`src/rtl/mac_pkg.sv`:
```
// Shared types and helpers for the multiply-accumulate engine.
package mac_pkg;

  // Window sequencing states.
  typedef enum logic [1:0] {
    ST_ACC   = 2'd0,
    ST_DRAIN = 2'd1,
    ST_FIN   = 2'd2,
    ST_OUT   = 2'd3
  } mac_state_e;

  // Beat counter width; at least one bit so LEN=1 still has a legal vector.
  function automatic int cnt_width(input int len);
    if (len > 1) begin
      return $clog2(len);
    end else begin
      return 1;
    end
  endfunction

  // Largest representable signed DATA_W value.
  function automatic longint sat_max(input int data_w);
    return (64'sd1 <<< (data_w - 1)) - 64'sd1;
  endfunction

  // Smallest representable signed DATA_W value.
  function automatic longint sat_min(input int data_w);
    return -(64'sd1 <<< (data_w - 1));
  endfunction

endpackage

```
`src/rtl/mac_acc_seq_if.sv`:
```
// Input-pair and result handshakes of the MAC engine.
interface mac_acc_seq_if #(
  parameter int DATA_W = 16
) ();

  logic                     in_valid;
  logic                     in_ready;
  logic signed [DATA_W-1:0] in_data;
  logic signed [DATA_W-1:0] in_w;
  logic signed [DATA_W-1:0] in_bias;
  logic                     out_valid;
  logic                     out_ready;
  logic        [DATA_W-1:0] out_data;
  logic                     out_ovf;

  // Producer/consumer side driving pairs and accepting results.
  modport master (
    output in_valid, in_data, in_w, in_bias, out_ready,
    input  in_ready, out_valid, out_data, out_ovf
  );

  // Engine side.
  modport slave (
    input  in_valid, in_data, in_w, in_bias, out_ready,
    output in_ready, out_valid, out_data, out_ovf
  );

endinterface

```
`src/rtl/mac_round_sat.sv`:
```
// Finalises an accumulated window: bias add, round half up, rescale,
// saturate to DATA_W and optional ReLU.
module mac_round_sat
  import mac_pkg::*;
#(
  parameter int DATA_W  = 16,
  parameter int FRAC_W  = 8,
  parameter int ACC_W   = 40,
  parameter bit RELU_EN = 1'b1
) (
  input  logic signed [ACC_W-1:0]  acc,
  input  logic signed [DATA_W-1:0] bias,
  output logic        [DATA_W-1:0] out_data,
  output logic                     out_ovf
);

  // Two guard bits keep the bias/round additions from ever wrapping.
  localparam int SW = ACC_W + 2;
  localparam logic signed [SW-1:0] SAT_MAX = SW'(sat_max(DATA_W));
  localparam logic signed [SW-1:0] SAT_MIN = SW'(sat_min(DATA_W));
  localparam logic signed [SW-1:0] HALF    = SW'(64'sd1 <<< (FRAC_W - 1));

  logic signed [SW-1:0]     acc_ext_s;
  logic signed [SW-1:0]     bias_sh_s;
  logic signed [SW-1:0]     sum_s;
  logic signed [SW-1:0]     r_s;
  logic        [DATA_W-1:0] sat_s;

  assign acc_ext_s = {{2{acc[ACC_W-1]}}, acc};
  assign bias_sh_s = {{(SW-DATA_W){bias[DATA_W-1]}}, bias} <<< FRAC_W;
  assign sum_s     = acc_ext_s + bias_sh_s + HALF;
  assign r_s       = sum_s >>> FRAC_W;

  // Clamp the rescaled value into DATA_W and flag any clamp.
  always_comb begin
    sat_s   = r_s[DATA_W-1:0];
    out_ovf = 1'b0;
    if (r_s > SAT_MAX) begin
      sat_s   = SAT_MAX[DATA_W-1:0];
      out_ovf = 1'b1;
    end else if (r_s < SAT_MIN) begin
      sat_s   = SAT_MIN[DATA_W-1:0];
      out_ovf = 1'b1;
    end else begin
      sat_s   = r_s[DATA_W-1:0];
      out_ovf = 1'b0;
    end
  end

  // ReLU zeroes negative results; the overflow flag is left untouched.
  always_comb begin
    out_data = sat_s;
    if (RELU_EN && sat_s[DATA_W-1]) begin
      out_data = {DATA_W{1'b0}};
    end else begin
      out_data = sat_s;
    end
  end

endmodule

```
`src/rtl/mac_acc_seq.sv`:
```
// Sequential multiply-accumulate engine: LEN signed products per window,
// then bias/round/saturate/ReLU and a single registered result.
module mac_acc_seq
  import mac_pkg::*;
#(
  parameter int DATA_W  = 16,
  parameter int FRAC_W  = 8,
  parameter int LEN     = 9,
  parameter int ACC_W   = 40,
  parameter bit RELU_EN = 1'b1
) (
  input logic          clk,
  input logic          rst_n,
  mac_acc_seq_if.slave bus
);

  localparam int PW = 2 * DATA_W;
  localparam int CW = cnt_width(LEN);
  localparam logic [CW-1:0] LAST_CNT = CW'(LEN - 1);

  if (LEN < 1) begin : g_len_chk
    $error("mac_acc_seq: LEN must be at least 1");
  end
  if (FRAC_W < 1 || FRAC_W > DATA_W - 1) begin : g_frac_chk
    $error("mac_acc_seq: FRAC_W must be in 1..DATA_W-1");
  end
  if (ACC_W < 2 * DATA_W + $clog2(LEN) + 1) begin : g_acc_chk
    $error("mac_acc_seq: ACC_W too narrow for LEN products");
  end

  mac_state_e               state_r;
  mac_state_e               state_s;
  logic [CW-1:0]            cnt_r;
  logic                     beat_s;
  logic                     last_s;
  logic                     in_ready_r;
  logic signed [PW-1:0]     prod_r;
  logic                     pv_r;
  logic                     pfirst_r;
  logic signed [ACC_W-1:0]  acc_r;
  logic signed [DATA_W-1:0] bias_r;
  logic        [DATA_W-1:0] fin_data_s;
  logic                     fin_ovf_s;
  logic                     out_valid_r;
  logic        [DATA_W-1:0] out_data_r;
  logic                     out_ovf_r;

  assign beat_s        = bus.in_valid & in_ready_r;
  assign last_s        = (cnt_r == LAST_CNT);
  assign bus.in_ready  = in_ready_r;
  assign bus.out_valid = out_valid_r;
  assign bus.out_data  = out_data_r;
  assign bus.out_ovf   = out_ovf_r;

  // Next-state selection for the window sequencer.
  always_comb begin
    state_s = state_r;
    case (state_r)
      ST_ACC: begin
        if (beat_s && last_s) begin
          state_s = ST_DRAIN;
        end else begin
          state_s = ST_ACC;
        end
      end
      ST_DRAIN: state_s = ST_FIN;
      ST_FIN:   state_s = ST_OUT;
      ST_OUT: begin
        if (bus.out_ready) begin
          state_s = ST_ACC;
        end else begin
          state_s = ST_OUT;
        end
      end
      default: state_s = ST_ACC;
    endcase
  end

  // State register, beat counter and registered in_ready.
  always_ff @(posedge clk) begin
    if (!rst_n) begin
      state_r    <= ST_ACC;
      cnt_r      <= {CW{1'b0}};
      in_ready_r <= 1'b0;
    end else begin
      state_r    <= state_s;
      in_ready_r <= (state_s == ST_ACC);
      if (beat_s) begin
        if (last_s) begin
          cnt_r <= {CW{1'b0}};
        end else begin
          cnt_r <= cnt_r + CW'(1);
        end
      end
    end
  end

  // Stage 1: register the product and capture bias on the first beat.
  always_ff @(posedge clk) begin
    if (!rst_n) begin
      prod_r   <= {PW{1'b0}};
      pv_r     <= 1'b0;
      pfirst_r <= 1'b0;
      bias_r   <= {DATA_W{1'b0}};
    end else begin
      pv_r <= beat_s;
      if (beat_s) begin
        prod_r   <= bus.in_data * bus.in_w;
        pfirst_r <= (cnt_r == {CW{1'b0}});
        if (cnt_r == {CW{1'b0}}) begin
          bias_r <= bus.in_bias;
        end
      end
    end
  end

  // Stage 2: first product of a window loads, later products add.
  always_ff @(posedge clk) begin
    if (!rst_n) begin
      acc_r <= {ACC_W{1'b0}};
    end else if (pv_r) begin
      if (pfirst_r) begin
        acc_r <= {{(ACC_W-PW){prod_r[PW-1]}}, prod_r};
      end else begin
        acc_r <= acc_r + {{(ACC_W-PW){prod_r[PW-1]}}, prod_r};
      end
    end
  end

  mac_round_sat #(
    .DATA_W  (DATA_W),
    .FRAC_W  (FRAC_W),
    .ACC_W   (ACC_W),
    .RELU_EN (RELU_EN)
  ) u_round_sat (
    .acc      (acc_r),
    .bias     (bias_r),
    .out_data (fin_data_s),
    .out_ovf  (fin_ovf_s)
  );

  // Result register: load in FIN, hold until the output handshake.
  always_ff @(posedge clk) begin
    if (!rst_n) begin
      out_valid_r <= 1'b0;
      out_data_r  <= {DATA_W{1'b0}};
      out_ovf_r   <= 1'b0;
    end else if (state_r == ST_FIN) begin
      out_valid_r <= 1'b1;
      out_data_r  <= fin_data_s;
      out_ovf_r   <= fin_ovf_s;
    end else if (state_r == ST_OUT && bus.out_ready) begin
      out_valid_r <= 1'b0;
    end
  end

endmodule

```
`src/flat_wrapper.sv`:
```
// flat-port wrapper written by rule: the top's interface ports become plain ports
module mac_acc_seq_flat import mac_pkg::*;
#(
  parameter int DATA_W  = 16,
  parameter int FRAC_W  = 8,
  parameter int LEN     = 9,
  parameter int ACC_W   = 40,
  parameter bit RELU_EN = 1'b1
)
  (clk, rst_n, bus_in_valid, bus_in_data, bus_in_w, bus_in_bias, bus_out_ready, bus_in_ready, bus_out_valid, bus_out_data, bus_out_ovf);
  mac_acc_seq_if #(.DATA_W(DATA_W)) bus_i ();
  input logic clk;
  input logic rst_n;
  input wire logic [$bits(bus_i.in_valid)-1:0] bus_in_valid;
  input wire logic [$bits(bus_i.in_data)-1:0] bus_in_data;
  input wire logic [$bits(bus_i.in_w)-1:0] bus_in_w;
  input wire logic [$bits(bus_i.in_bias)-1:0] bus_in_bias;
  input wire logic [$bits(bus_i.out_ready)-1:0] bus_out_ready;
  output wire logic [$bits(bus_i.in_ready)-1:0] bus_in_ready;
  output wire logic [$bits(bus_i.out_valid)-1:0] bus_out_valid;
  output wire logic [$bits(bus_i.out_data)-1:0] bus_out_data;
  output wire logic [$bits(bus_i.out_ovf)-1:0] bus_out_ovf;
  assign bus_i.in_valid = bus_in_valid;
  assign bus_i.in_data = bus_in_data;
  assign bus_i.in_w = bus_in_w;
  assign bus_i.in_bias = bus_in_bias;
  assign bus_i.out_ready = bus_out_ready;
  assign bus_in_ready = bus_i.in_ready;
  assign bus_out_valid = bus_i.out_valid;
  assign bus_out_data = bus_i.out_data;
  assign bus_out_ovf = bus_i.out_ovf;
  mac_acc_seq #(.DATA_W(DATA_W), .FRAC_W(FRAC_W), .LEN(LEN), .ACC_W(ACC_W), .RELU_EN(RELU_EN)) u_core (.clk(clk), .rst_n(rst_n), .bus(bus_i));
endmodule
```
`config.mk`:
```
export PLATFORM = sky130hd
export DESIGN_NAME = mac_acc_seq_flat
export DESIGN_NICKNAME = d
export VERILOG_FILES = /design/src/rtl/mac_pkg.sv /design/src/rtl/mac_acc_seq_if.sv /design/src/rtl/mac_round_sat.sv /design/src/rtl/mac_acc_seq.sv /design/src/flat_wrapper.sv
export SDC_FILE = /design/constraint.sdc
export NUM_CORES = 1
export LEC_CHECK = 0
export CAP_MARGIN = 0
export CORE_UTILIZATION = 30
export CTS_CLUSTER_SIZE = 10
export DETAILED_ROUTE_END_ITERATION = 10
export PLACE_DENSITY = 0.57
export SLEW_MARGIN = 20
export SYNTH_ARGS = -nofsm -noshare
export SYNTH_HDL_FRONTEND = slang
export SYNTH_SLANG_ARGS = --single-unit
```
`constraint.sdc`:
```
create_clock -name clk -period 19.6 [get_ports clk]
set_input_delay 2.94 -clock clk [delete_from_list [all_inputs] [get_ports clk]]
set_output_delay 2.94 -clock clk [all_outputs]
set_load 0.1 [all_outputs]
```
After elaboration in Yosys (flattened, before gate mapping)
Index checks and enable logic that the tools add are counted.
{ "word_totals": {"ff_bits": 115, "latch_bits": 0, "mem_bits_rw": 0, "rom_bits": 0, "in_bits": 52, "output_inout_bits": 19, "elab_cells": 42, "n_memories": 0} }
{ "classes": {"add_sub_neg": 4, "n_mul": 1, "n_div": 0, "order_cmp": 2, "n_eq_ne": 4, "n_shift": 0, "mux": 12, "bitwise": 1, "reduce_logical": 7} }
{ "op_table": {"columns": ["op", "n"], "rows": [
  ["$add A41 B9 Y42 const B", 1],
  ["$add A40 B24 Y41", 1],
  ["$add A40 B40 Y40", 1],
  ["$mux W40", 1],
  ["$gt A34 B16 Y1 const B", 1],
  ["$lt A34 B16 Y1 const B", 1],
  ["$mul A16 B16 Y32", 1],
  ["$mux W16", 2],
  ["$mux W15", 1],
  ["$pmux W2 S4", 1],
  ["$mux W1", 5],
  ["$add A4 B1 Y4 const B", 1],
  ["$eq A2 B2 Y1 const B", 2],
  ["$eq A4 B4 Y1 const B", 1],
  ["$logic_not A2 Y1", 2],
  ["$logic_not A4 Y1", 1],
  ["$mux W4", 1],
  ["$eq A2 B1 Y1 const B", 1],
  ["$logic_and A1 B1 Y1", 2],
  ["$mux W2", 1],
  ["$reduce_and A2 Y1", 1],
  ["$reduce_bool A2 Y1", 1],
  ["$and A1 B1 Y1", 1]
]} }

Longest topological paths before layout
{ "logic_depth": {"depth_word": 6, "mapped_depth": 26, "mapped_depth_nobuf": 25} }

Modules after synthesis
A second synthesis with hierarchy kept.
{ "hier_totals": {"hier_cells": 2244, "area_unflattened_um2": 18694.2} }
{ "modules_own_cells": {"columns": ["module", "n_inst", "cells_per_inst", "area_per_inst_um2", "seq_area_each_um2"], "rows": [
  ["mac_acc_seq", 1, 1922, 16514.6, 2302.2],
  ["mac_round_sat", 1, 322, 2179.6, 0.0]
]} }

Worst setup path before layout
No wires, ideal clock.
{ "synth_path": {"kind": "input to register", "from": "in bus_in_w[9]", "to": "reg u_core.prod_r[31]", "setup_ps": 122, "t_arrival_ps": 8524, "required_ps": 19478, "slack_ps": 10954, "path_stages": 25, "n_path_buf": 1, "cell_sequence": "clkbuf_1 -> nand2_1 -> fa_1 -> inv_1 -> fa_1 -> inv_1 -> fa_1 -> inv_1 -> fa_1 -> fa_1 -> inv_1 -> fa_1 -> inv_1 -> ha_1 -> a211o_1 -> a21oi_1 -> o32ai_1 -> nor2_1 -> a211oi_1 -> o31a_1 -> nand3_1 -> nand2_1 -> a31oi_1 -> xnor2_1 -> o21ai_0"} }
{ "synth_via": {"elab_chain_cells": 1} }
{ "synth_lines": {"columns": ["item", "line_no", "rtl"], "rows": [
  ["from (decl)", "flat_wrapper.sv:16", "input wire logic [$bits(bus_i.in_w)-1:0] bus_in_w;"],
  ["$mul A16 B16 Y32", "mac_acc_seq.sv:108", "prod_r <= bus.in_data * bus.in_w;"],
  ["to (signal assigned)", "mac_acc_seq.sv:101", "prod_r <= {PW{1'b0}};"],
  ["to (signal assigned)", "mac_acc_seq.sv:108", null],
  ["to (decl)", "mac_acc_seq.sv:37", "logic signed [PW-1:0] prod_r;"]
]} }
No other way between the ends.
A chain may end at the register's enable or synchronous reset.

Worst setup path in the final report
{ "layout_path": {"from": "in bus_in_w[3]", "to": "reg u_core.prod_r[31]"} }
The elaborated chain is that of the path after synthesis.

==> results.json <==
{
  "firstDrtPassIters": 5,
  "synth.cells.most_frequent": "inv_1, nand2_1, fa_1",
  "cts_buffer_depth": 2,
  "row_count": 90,
  "overflow": 0,
  "dpl_cell_area_um2": 19760,
  "post-route-period-util": 0.4811,
  "die_h_um": 249.8,
  "worstPathArrival_ps": 9740,
  "path_clk_slew_ps": 60,
  "dp_cells": 3001,
  "drive_above_1_share": 0.04267,
  "tns_ps": 0,
  "initial_core_util": 0.3047,
  "ys_seq_area_frac": 0.1238,
  "cts_root_buf": "clkbuf_16",
  "gp_congestion": 0.8714,
  "ff2ff_path_depth": 12,
  "vias": 14670,
  "hpwl_um": 36990,
  "grt_pass1_vias": 14920,
  "required_ps": 19910,
  "max_freq_mhz": 106.0,
  "io_buffers": 69,
  "avgSynthCellArea_um2": 8.267,
  "route.detailed.drc": 0,
  "whs_path_depth": 2,
  "ys_ff_latch": 114,
  "setup_viol": 0,
  "netlist_top_cells_area": "fa_1, dfxtp_1, ha_1",
  "cts_tree": "built",
  "grt_usage": 0.1471,
  "synth.top_cell.area_share": 0.2868,
  "pwr_density_cell_nw_per_um2": 177.2,
  "die_x_um": 249.8,
  "finalClockSkew_ps": 10.88,
  "outcome": "finished, final reports clean",
  "cts_max_level": 4,
  "cts-buffers-inserted": 17,
  "leakagePower_uw": 0.009427,
  "end_kind": "flop",
  "dieArea_um2": 62420,
  "grt_max_degree": 76,
  "slew_headroom": 0.3334,
  "ios": 71,
  "ys_warn_count": 0,
  "yosysUniqueCellTypes": 101,
  "final_antenna_net_count": 0,
  "min_path_type": "flop to flop",
  "routedWlPerCell_um": 14.91,
  "hold_buffers": 0,
  "period_needed_ps": 9430,
  "fp.coreArea_um2": 60470,
  "ctsResizeCount": 0,
  "drt-initial-drc-count": 835,
  "area_growth_syn_to_layout_pct": 10.37,
  "vias_per_cell": 4.837,
  "final_area_um2": 20340,
  "drt-total-wl_um": 45220,
  "mappedNetlistNets": 2700,
  "final_nets": 2709,
  "synth-async-reset-ratio": 0,
  "post_cts_buffers": 0,
  "drv_cap": 0,
  "diodes": 0,
  "rsz0062_at_grt": "false",
  "ir_worst_vdd_v": 0.0001427,
  "antenna_found_initial": 0,
  "crit_type": "input port to flop",
  "cts_sinks": 114,
  "grt_pass1_wl_um": 75960,
  "critPathMaxFanout": 16,
  "netlist_area_um2": 18430,
  "drv_slew": 0,
  "worst_slew_pin_slew_ps": 996.8,
  "synth_cells": 2229,
  "worst_skew_pair.late_latency_ps": 420,
  "yosysMostFrequentCell": "inv_1",
  "layoutNonFillerInstCount": 3032,
  "nFillCells": 6267,
  "hold_ws_ps": 468.4,
  "synth_edf_count": 0,
  "yosys.area.top_type": "fa_1",
  "cp-start-kind": "input port",
  "synth_flop_cell": "dfxtp_1",
  "power_uw": 3603,
  "finalHoldViolCount": 0
}
[kinds of logic (layout without fill, tap and decap cells)]
group	count (synthesis)	count (layout)	share of synthesized area
AO/OA/AOI/OAI	456	456	0.1598
adder cells (fa/ha/maj)	419	419	0.3920
other	1	1	0.0002035
flip-flops	114	114	0.1238
AND/OR/NAND/NOR	688	688	0.1803
multiplexers	10	10	0.005432
buffers and inverters	453	474	0.09655
XOR/XNOR	88	88	0.04183
[layout by cell type, fill, tap and decap left out, drive strengths merged, types with 8 or more instances in the layout]
master	n
clkdlybuf4s50	69
o211ai	14
a21o	40
nand2	303
dfxtp	114
a21oi	167
a211oi	18
a31oi	11
o21bai	10
a311oi	9
xnor2	58
ha	155
nand2b	16
o21a	21
buf	8
nand3	32
o31ai	9
nor2	111
nand4	12
mux2i	10
and2	129
or3	13
and3	8
o21ai	104
nor2b	11
clkbuf	17
nor3	19
inv	371
fa	264
xor2	30
[stage by stage]
step / worst slack [ps] / util
after floorplan: 10950 / -
after global placement: 9857 / 0.3268
after detailed placement: 9760 / 0.3268
after CTS: 10210 / 0.3363
after global routing: 9774 / 0.3363
final: 10170 / 0.3363
[worst max-delay path: stages]
cell	delay [ps]
clkdlybuf4s50_1	770
and2_1	370
fa_1	600
inv_1	150
fa_1	550
inv_1	50
fa_1	520
fa_1	440
fa_1	540
inv_1	50
fa_1	530
inv_1	40
ha_1	360
and3_1	200
o21ai_0	90
nor4b_1	300
nor2_1	130
a211oi_1	340
o31a_1	240
nand3_1	80
nand2_1	100
a31oi_1	100
xnor2_1	160
o21ai_0	80
[final timing paths]
| check | from | to | slack (ps) |
|---|---|---|---|
| setup / recovery | bus_in_w[3] | u_core.prod_r[31] | 10170 |
| hold / removal | u_core.bias_r[1] | u_core.bias_r[1] | 470 |
| setup reg to reg | u_core.bias_r[15] | u_core.bus.out_data[3] | 15530 |
| hold reg to reg | u_core.bias_r[1] | u_core.bias_r[1] | 470 |
[power by group]
group	switching, uW	internal (uW)
registers	22.5	257
logic	1670	1340
clock network	124	188
total	1820	1780
[final cells by class]
type,instances,area [um2],area share
Clock buffer,17,425.4,0.02092
Inverter,366,1374,0.06755
Tap cell,782,978.4,0.04811
Sequential cell,114,2285,0.1123
Timing Repair Buffer,77,750.7,0.03691
Multi-Input combinational cell,1662,14370,0.7067
Clock inverter,14,152.6,0.007505
[metal layers]
metal,track usage,vias to the layer above,routed length [um]
li1,-,7231,-
met1,0.2119,7131,23110
met2,0.2360,278,19970
met3,0.01742,26,1706
met4,0.02804,0,432
met5,0,-,0
[flip-flops by register name, indices dropped and copies added (netlist names)]
register and cells:
u_core.acc_r 40, u_core.prod_r 32, u_core.bias_r 16, u_core.bus.out_data 15, u_core.cnt_r 4, u_core.state_r 2, u_core.bus.in_ready 1, u_core.bus.out_ovf 1
u_core.bus.out_valid 1, u_core.pfirst_r 1, u_core.pv_r 1
No activity file was read; power rests on OpenSTA's default activity.
